===== src/rtl/sb_pkg.sv =====
// Shared constants, state encodings and slot helpers for the superblock
// eviction unpacker.
package sb_pkg;

  localparam int TAG_W    = 21;
  localparam int INDEX_W  = 3;
  localparam int BID_W    = 2;
  localparam int OFFSET_W = 6;
  localparam int LINE_W   = 512;
  localparam int SBTAG_W  = 27;

  localparam int TAG_MSB = 26;
  localparam int TAG_LSB = 6;
  localparam int CF_MSB  = 5;
  localparam int CF_LSB  = 4;

  localparam logic [1:0] CF_NONE    = 2'b00;
  localparam logic [1:0] CF_HALF    = 2'b01;
  localparam logic [1:0] CF_QUARTER = 2'b10;
  localparam logic [1:0] CF_ILLEGAL = 2'b11;

  typedef logic [1:0] state_t;
  localparam state_t ST_IDLE = 2'd0;
  localparam state_t ST_EMIT = 2'd1;
  localparam state_t ST_DONE = 2'd2;

  typedef logic [1:0] slot_w_t;
  localparam slot_w_t SW_512 = 2'd0;
  localparam slot_w_t SW_256 = 2'd1;
  localparam slot_w_t SW_128 = 2'd2;

  function automatic logic [1:0] lowest_slot(
    input logic [3:0] m
  );
    logic [1:0] k;
    if (m[0])      k = 2'd0;
    else if (m[1]) k = 2'd1;
    else if (m[2]) k = 2'd2;
    else           k = 2'd3;
    return k;
  endfunction

  // Narrow slots are zero-extended into the low end of the line.
  function automatic logic [LINE_W-1:0] slot_line(
    input logic [LINE_W-1:0] d,
    input slot_w_t           w,
    input logic [1:0]        k
  );
    logic [LINE_W-1:0] r;
    r = '0;
    case (w)
      SW_256: r[255:0] = k[0] ? d[511:256] : d[255:0];
      SW_128: r[127:0] = d[{k, 7'b0} +: 128];
      default: r = d;
    endcase
    return r;
  endfunction

endpackage


===== src/rtl/sb_slot_decode.sv =====
// Superblock format decode: CF and block field -> slot valid mask,
// per-slot block ids and slot width.
module sb_slot_decode
  import sb_pkg::*;
(
  input  logic [CF_MSB:0] fmt,
  output logic [3:0]      valid,
  output logic [7:0]      bids,
  output slot_w_t         width,
  output logic            illegal
);

  logic [1:0] cf;
  logic [3:0] blk;

  assign cf  = fmt[CF_MSB:CF_LSB];
  assign blk = fmt[3:0];

  always_comb begin
    valid   = 4'b0000;
    bids    = 8'h00;
    width   = SW_512;
    illegal = 1'b0;
    unique case (cf)
      CF_NONE: begin
        valid     = 4'b0001;
        bids[1:0] = blk[3:2];
      end
      CF_HALF: begin
        // Equal ids mark an empty upper half.
        valid     = {2'b00, blk[3:2] != blk[1:0], 1'b1};
        bids[1:0] = blk[1:0];
        bids[3:2] = blk[3:2];
        width     = SW_256;
      end
      CF_QUARTER: begin
        valid = blk;
        bids  = 8'b11_10_01_00;
        width = SW_128;
      end
      CF_ILLEGAL: illegal = 1'b1;
    endcase
  end

endmodule


===== src/rtl/sb_evict_unpacker.sv =====
// Unpacks one evicted superblock into 64B write-back lines, lowest slot first.
// Optional SBU_DIRTY_MASK_EN: only dirty slots are written back.
module sb_evict_unpacker
  import sb_pkg::*;
(
  input  logic               clock,
  input  logic               reset_n,
  input  logic               evict_valid,
  output logic               evict_ready,
  input  logic [SBTAG_W-1:0] evict_sbtag,
  input  logic [INDEX_W-1:0] evict_index,
  input  logic [LINE_W-1:0]  evict_data,
`ifdef SBU_DIRTY_MASK_EN
  input  logic [3:0]         evict_dirty,
`endif
  output logic               wb_valid,
  input  logic               wb_ready,
  output logic [31:0]        wb_addr,
  output logic [LINE_W-1:0]  wb_data,
  output logic               done,
  output logic               err
);

  state_t              state_q, state_d;
  logic [3:0]          pend_q, pend_d;
  logic [1:0]          cur_q, cur_d;
  logic [LINE_W-1:0]   data_q, data_d;
  logic [TAG_W-1:0]    tag_q, tag_d;
  logic [INDEX_W-1:0]  idx_q, idx_d;
  logic [7:0]          bid_q, bid_d;
  slot_w_t             w_q, w_d;
  logic                wb_valid_q, wb_valid_d;
  logic [31:0]         wb_addr_q, wb_addr_d;
  logic [LINE_W-1:0]   wb_data_q, wb_data_d;
  logic                err_q, err_d;

  logic [3:0]          dec_valid;
  logic [7:0]          dec_bids;
  slot_w_t             dec_w;
  logic                dec_ill;

  sb_slot_decode u_dec (
    .fmt     (evict_sbtag[CF_MSB:0]),
    .valid   (dec_valid),
    .bids    (dec_bids),
    .width   (dec_w),
    .illegal (dec_ill)
  );

  logic              idle, hs;
  logic [3:0]        new_mask, sel_mask;
  logic [1:0]        sel_k;
  logic [LINE_W-1:0] src_data;
  logic [TAG_W-1:0]  src_tag;
  logic [INDEX_W-1:0] src_idx;
  logic [7:0]        src_bids;
  slot_w_t           src_w;
  logic [31:0]       nxt_addr;
  logic [LINE_W-1:0] nxt_line;

  assign idle = (state_q == ST_IDLE);
  assign hs   = wb_valid_q & wb_ready;

`ifdef SBU_DIRTY_MASK_EN
  assign new_mask = dec_valid & evict_dirty;
`else
  assign new_mask = dec_valid;
`endif

  // One selector serves both the first slot on accept and the
  // follow-on slot on handshake, so there is no bubble.
  always_comb begin
    sel_mask = idle ? new_mask : (pend_q & ~(4'b0001 << cur_q));
    sel_k    = lowest_slot(sel_mask);
    src_data = idle ? evict_data : data_q;
    src_tag  = idle ? evict_sbtag[TAG_MSB:TAG_LSB] : tag_q;
    src_idx  = idle ? evict_index : idx_q;
    src_bids = idle ? dec_bids : bid_q;
    src_w    = idle ? dec_w : w_q;
    nxt_addr = {src_tag, src_idx, src_bids[{sel_k, 1'b0} +: 2],
                {OFFSET_W{1'b0}}};
    nxt_line = slot_line(src_data, src_w, sel_k);
  end

  always_comb begin
    state_d    = state_q;
    pend_d     = pend_q;
    cur_d      = cur_q;
    data_d     = data_q;
    tag_d      = tag_q;
    idx_d      = idx_q;
    bid_d      = bid_q;
    w_d        = w_q;
    wb_valid_d = wb_valid_q;
    wb_addr_d  = wb_addr_q;
    wb_data_d  = wb_data_q;
    err_d      = 1'b0;
    case (state_q)
      ST_IDLE: begin
        if (evict_valid) begin
          if (dec_ill) begin
            err_d = 1'b1;
          end else begin
            data_d = evict_data;
            tag_d  = evict_sbtag[TAG_MSB:TAG_LSB];
            idx_d  = evict_index;
            bid_d  = dec_bids;
            w_d    = dec_w;
            pend_d = new_mask;
            if (new_mask == 4'b0000) begin
              state_d = ST_DONE;
            end else begin
              state_d    = ST_EMIT;
              cur_d      = sel_k;
              wb_valid_d = 1'b1;
              wb_addr_d  = nxt_addr;
              wb_data_d  = nxt_line;
            end
          end
        end
      end
      ST_EMIT: begin
        if (hs) begin
          pend_d = sel_mask;
          if (sel_mask == 4'b0000) begin
            wb_valid_d = 1'b0;
            state_d    = ST_DONE;
          end else begin
            cur_d     = sel_k;
            wb_addr_d = nxt_addr;
            wb_data_d = nxt_line;
          end
        end
      end
      ST_DONE: state_d = ST_IDLE;
      default: state_d = ST_IDLE;
    endcase
  end

  always_ff @(posedge clock or negedge reset_n) begin
    if (!reset_n) begin
      state_q    <= ST_IDLE;
      pend_q     <= 4'b0000;
      cur_q      <= 2'd0;
      data_q     <= '0;
      tag_q      <= '0;
      idx_q      <= '0;
      bid_q      <= 8'h00;
      w_q        <= SW_512;
      wb_valid_q <= 1'b0;
      wb_addr_q  <= 32'h0;
      wb_data_q  <= '0;
      err_q      <= 1'b0;
    end else begin
      state_q    <= state_d;
      pend_q     <= pend_d;
      cur_q      <= cur_d;
      data_q     <= data_d;
      tag_q      <= tag_d;
      idx_q      <= idx_d;
      bid_q      <= bid_d;
      w_q        <= w_d;
      wb_valid_q <= wb_valid_d;
      wb_addr_q  <= wb_addr_d;
      wb_data_q  <= wb_data_d;
      err_q      <= err_d;
    end
  end

  assign evict_ready = idle;
  assign done        = (state_q == ST_DONE);
  assign err         = err_q;
  assign wb_valid    = wb_valid_q;
  assign wb_addr     = wb_addr_q;
  assign wb_data     = wb_data_q;

endmodule

===== config.mk =====
export PLATFORM = sky130hd
export DESIGN_NAME = sb_evict_unpacker
export DESIGN_NICKNAME = d
export VERILOG_FILES = /design/src/rtl/sb_pkg.sv /design/src/rtl/sb_slot_decode.sv /design/src/rtl/sb_evict_unpacker.sv
export SDC_FILE = /design/constraint.sdc
export NUM_CORES = 2
export LEC_CHECK = 0
export CAP_MARGIN = 0
export CORE_AREA = 8 8 420 422
export DETAILED_ROUTE_END_ITERATION = 8
export DIE_AREA = 0 0 428 430
export GPL_ROUTABILITY_DRIVEN = 0
export PLACE_DENSITY_LB_ADDON = 0.15
export SYNTH_ARGS = -nofsm -noshare
export SYNTH_HDL_FRONTEND = slang
export SYNTH_SLANG_ARGS = --single-unit

===== constraint.sdc =====
create_clock -name clock -period 3.6 [get_ports clock]
set_input_delay 0.54 -clock clock [delete_from_list [all_inputs] [get_ports clock]]
set_output_delay 0.54 -clock clock [all_outputs]
set_load 0.02 [all_outputs]

-- After elaboration in Yosys (flattened, before gate mapping)
Cells that the tools add are included.
- bits of input ports: 546
- logic and storage cells: 100
- bits in registers: 1100
- shifts and indexed selects: 3
- equality and inequality tests: 14
- muxes and demuxes: 56
- reductions and logical operators: 11
- bitwise logic cells: 4
- operator list (operator ; number):
    512-bit 2-to-1 mux ; 6
    512-bit one-hot mux with 2 select lines ; 1
    256-bit 2-to-1 mux ; 2
    128-bit one-hot mux with 2 select lines ; 2
    512-bit by 10-bit variable part select with 128-bit output ; 1
    32-bit 2-to-1 mux ; 5
    32-bit one-hot mux with 2 select lines ; 1
    2-bit 2-to-1 mux ; 13
    21-bit 2-to-1 mux ; 1
    4-bit 2-to-1 mux ; 5
    2-bit one-hot mux with 2 select lines ; 5
    2-bit != test (second input constant) ; 6
    4-bit one-hot mux with 3 select lines ; 1
    6-bit AND reduction ; 2
    1-bit 2-to-1 mux ; 10
    2-bit == test (second input constant) ; 4
    4-bit zero test ; 2
    8-bit 2-to-1 mux ; 1
    4-bit one-hot mux with 2 select lines ; 1
    4-bit AND reduction ; 2
    8-bit by 4-bit variable part select with 2-bit output ; 1
    2-bit by 1-bit == test with 1-bit output (second input constant) ; 3
    4-bit AND ; 1
    2-bit zero test ; 2
    10 further kinds ; 10

-- Longest topological paths before layout
- word-level depth: 13
- gate-level depth with buffers: 18
- gate-level depth less buffers: 10

-- By module
From an unflattened synthesis, not the netlist that was laid out.
- cells, all modules: 6525
- area total of the unflattened synthesis: 61649.1 um^2
- modules (own cells, without submodules) (module ; times used ; cells an instance ; area an instance (um^2)):
    sb_evict_unpacker ; 1 ; 6497 ; 61432.7
    sb_slot_decode ; 1 ; 28 ; 216.5

-- Worst setup path after synthesis
Ideal clock, no wire load.
- path type: flip-flop to flip-flop
- start: register state_q[1]
- end: register wb_data_q[261], in the netlist wb_data[261]
- library setup time: 66 ps
- path slack: -29 ps
- data arrival time: 3563 ps
- data required time: 3534 ps
- buffers on the path: 10
- cell stages (with the launch flop): 17
- cell sequence: dfrtp_1 -> buf_6 -> or2_1 -> buf_6 -> buf_2 -> clkbuf_1 -> clkbuf_1 -> buf_1 -> mux2i_1 -> inv_1 -> ha_1 -> clkbuf_1 -> clkbuf_1 -> clkbuf_1 -> clkbuf_1 -> nand3_1 -> nand2_1
- word-level cells in the longest chain between the ends: 9
- elaborated cells on any way between the ends: 23
- those cells by class: eq/ne: 8; mux: 10; reduce/logical: 5
- ends and longest elaborated chain (what ; RTL line ; text):
    start, declared ; sb_evict_unpacker.sv:24 ; state_t state_q, state_d;
    start signal, assigned ; sb_evict_unpacker.sv:155 ; state_q <= state_d;
    2-bit zero test ; sb_evict_unpacker.sv:61, sb_evict_unpacker.sv:98 ;
    2-bit 2-to-1 mux ; sb_evict_unpacker.sv:79 ; src_w = idle ? dec_w : w_q;
    2-bit == test or 2-bit by 1-bit == test with 1-bit output (tied branches) ; sb_pkg.sv:51 ; case (w)
    2-bit OR reduction (no line) ; - ;
    256-bit 2-to-1 mux ; sb_pkg.sv:51 ;
    512-bit 2-to-1 mux ; sb_evict_unpacker.sv:110 ; if (new_mask == 4'b0000) begin
    512-bit 2-to-1 mux ; sb_evict_unpacker.sv:101 ; if (dec_ill) begin
    512-bit 2-to-1 mux ; sb_evict_unpacker.sv:100 ; if (evict_valid) begin
    512-bit one-hot mux with 2 select lines ; sb_evict_unpacker.sv:98 ; case (state_q)
    end signal, assigned ; sb_evict_unpacker.sv:165 ; wb_data_q <= wb_data_d;
    end, declared ; sb_evict_unpacker.sv:34 ; logic [LINE_W-1:0] wb_data_q, wb_data_d;
Parallel ways exist; a longest one is shown, timed or not. The select of a mux whose other input is x is not followed.
A chain may end at the register's enable or synchronous reset.

-- Worst setup path after layout
- start: register state_q[1]
- end: output port evict_ready
- word-level cells in the longest chain between the ends: 1
- ends and longest elaborated chain (what ; RTL line ; text):
    2-bit zero test ; sb_evict_unpacker.sv:61 ; assign idle = (state_q == ST_IDLE);
    end, declared ; sb_evict_unpacker.sv:9 ; output logic evict_ready,
No other way between the ends.

==> metrics <==
WL final=285,000 µm; Area Growth Syn to Fin=31.2%; P_leak=~36 nW; IO Port Bufs=approximately 1,100; Tmin final=around 3.3 ns; clk root buf=clkbuf_16; Slew Limit Fails=0; Die Footprint=around 0.18 mm²; yosys warns=0; global-route wire length before repair=421,000 µm; drt first-iter violations=6,983; hold path depth=3; post-route insts no fill=between 10,000 and 15,000; largest fanout on the critical path=between 40 and 50; commonest non-fill, non-tap cell in the layout=nand2_1; maxcap violations=0; reg2reg path depth=9; final hold vios=0; Max IR drop VDD=1.10 mV; Vias/cell=5.63; FMAX=approximately 0.3 GHz; CP Launch Type=register; Hold/Removal Path Class=input port to register; crit path cell chain=or2_4 > inv_8 > buf_12 > clkdlybuf4s50_1; synth unique cells=53; synthesized area=0.0599 mm²; CTS Buffer Depth=3; Vert. Die Dim=roughly 430 µm; Sink Count=roughly 1,100; Max stage delay cell, worst path=clkdlybuf4s50_1; Final Cycle Share=around nine tenths; Reg2Reg Launch Point=state_q[1]$_DFFE_PN0P_; H-tree levels=4; CTS tree=yes; crit path capture type=output port; post-synthesis sequential area ratio=between 40% and 50%; Hold Path Origin=evict_data[2]; Synth Register Bits=between 1,000 and 1,500; RSZ-0062 raised after global routing=no; PwrDens=around 1100 mW/mm²; post-synthesis area per instance=around 7.4 µm²; DIE WIDTH=~430 µm; DR pass1 iterations=6; Total GRT Usage=between 20% and 30%; CP Buf/Inv Count=3; actual slew at the worst max-slew pin=~1.2 ns; WHS Endpoint=data_q[2]$_DFFE_PN0P_; post_cts resized=0; Post-DP Area=0.0738 mm²; Crit path max-delay family=buffers and inverters; Routed Antenna Nets=0; fraction of final layout cells sized beyond drive strength 1=roughly 5.4%; drt drc=0; Final Cell Area=0.0786 mm²; DR WL/cell=~25 µm; Final Worst Setup Slack=about 0.31 ns; Slew HR=about 23%; Synth Instances=8,112; CORE AREA=between 0.15 and 0.2 mm²; r2r setup slk=0.33 ns; Final setup viols=0; hpwl dp=193,000 µm; antenna violations before repair=94; reg2reg end=wb_data[251]$_DFFE_PN0P_; via count=approximately 63,000; Post-CTS Setup Repair Bufs=0; Rows=about 150; initial core utilization=between 30% and 40%; Setup CP Type=register to output port; Fill cells=16,800; WP data arrival=approximately 2.8 ns; dpl ws=-0.211 ns; skew final=0.0316 ns; Worst Path Required=approximately 3 ns; Clk pin slew, worst setup/hold paths=roughly 0.06 ns; worst-skew pair later-pin latency=0.80 ns; io pins=1,094; status=finished clean; total CTS buffers=135; # nets final=about 9,400; # placed instances=between 10,000 and 15,000; most frequent cells in the layout=3,343 x nand2_1, 1,089 x dfrtp_1, 1,086 x clkdlybuf4s50_1; vias in the first global route=61,000; largest net degree at the start of global routing=approximately 210; Worst path max stage delay=0.68 ns; gr ovfl total=0
[final cells by class]
class	count	area (µm²)	share of cell area, %
multi-input cells	6312	29800	37.9
flip-flops and latches	1091	27300	34.8
repair buffers	1315	13900	17.7
clock buffers	196	3960	5.04
well taps	2233	2790	3.56
clock inverters	43	558	0.710
diodes	76	190	0.242
inverters	7	33.8	0.0430
[kinds of logic after synthesis]
kind of cell | after synthesis | share of synthesized area [%]
AO/OA/AOI/OAI | 846 | 9.96
XOR/XNOR | 1 | 0.0146
adder cells (fa/ha/maj) | 8 | 0.167
buffers and inverters | 714 | 4.85
flip-flops | 1091 | 45.6
multiplexers | 138 | 2.31
other | 1 | 0.00626
AND/OR/NAND/NOR | 5313 | 37.1
[worst max-delay path by stage]
stage	startpoint	endpoint	slack (ns)	depth (start not counted)
3_5_place_dp	evict_sbtag[4]	wb_data[251]$_DFFE_PN0P_	-0.21	11
3_3_place_gp	evict_sbtag[4]	wb_data[254]$_DFFE_PN0P_	-0.15	11
6_report	state_q[1]$_DFFE_PN0P_	evict_ready	0.31	4
5_1_grt	state_q[1]$_DFFE_PN0P_	done	0.16	3
2_1_floorplan	state_q[1]$_DFFE_PN0P_	wb_data[261]$_DFFE_PN0P_	0.07	16
4_1_cts	state_q[1]$_DFFE_PN0P_	done	0.20	3
[tightest hold or removal path: stages]
cell	delay, ns
clkdlybuf4s50_1	0.42
nand2_1	0.06
nand2_1	0.04
[synthesized netlist by cell type, drive strengths merged]
cell type  number  area [µm²]
o211ai          1        7.51
inv             7        26.3
nand2b        131         820
o32a            1        10.0
nor4b           1        8.76
a31oi         281        1760
nor3          511        2560
nand3b          2        15.0
ha              8         100
o221a           2        31.3
nor2          673        2540
conb            1        3.75
buf           149         781
nand2        3343       12500
xor2            1        8.76
o21a            1        7.51
a311o           1        10.0
and3            2        12.5
mux2i         137        1370
nor4          128         926
o311a           1        10.0
or2             2        12.5
clkbuf        558        2090
o21ai         146         731
a221oi        127        1110
a21oi          14        77.6
a211oi          4        40.0
a21boi          1        7.51
dfrtp        1091       27300
mux2            1        11.3
nand3         384        1920
o2bb2ai         1        8.76
o32ai         129        1130
a22oi         129         968
nor2b           4        25.0
o22ai           1        6.26
a211o           1        8.76
or3           128         801
nor3b           3        22.5
or3b            1        8.76
a21o            5        37.5
[metrics by stage]
step           power, mW  hold slack [ns]  utilization [%]  TNS, ns
4_1_cts             84.2            0.242             46.0        0
2_1_floorplan       49.2            0.244                -        0
5_1_grt             89.4            0.278             46.1        0
3_5_place_dp        69.8            0.456             43.4    -6.15
3_3_place_gp        69.3            0.450             43.4    -2.89
6_report            84.4            0.304             46.1        0
[state kept, by name, summed over array words and instances (netlist names)]
name / count
data_q: 512
wb_data: 512
tag_q: 21
pend_q: 4
bid_q: 5
wb_addr: 26
w_q: 2
wb_valid: 1
idx_q: 3
err: 1
cur_q: 2
state_q: 2
[routing by layer]
metal  up-vias  global-route usage, %  part of all wire, %
met5         -                      0                0.025
met4        10                   18.6                  6.2
met3       603                   5.74                  7.3
met2      3062                   45.3                   46
met1     31000                   38.2                   41
li1      28800                      -                    -
[power breakdown]
group	internal (mW)	total (mW)	switching [mW]	leakage (nW)
Combinational	16.4	47.8	31.5	20.4
Clock	8.43	14.2	5.79	2.24
Sequential	17.9	22.4	4.42	13.5
[timing repair]
item | CTS | global route
hold endpoints to repair | 45 | 0
hold buffers | 1 | 0
setup endpoints to repair | 0 | 0
Note: power is estimated with default switching activity, not from simulation.
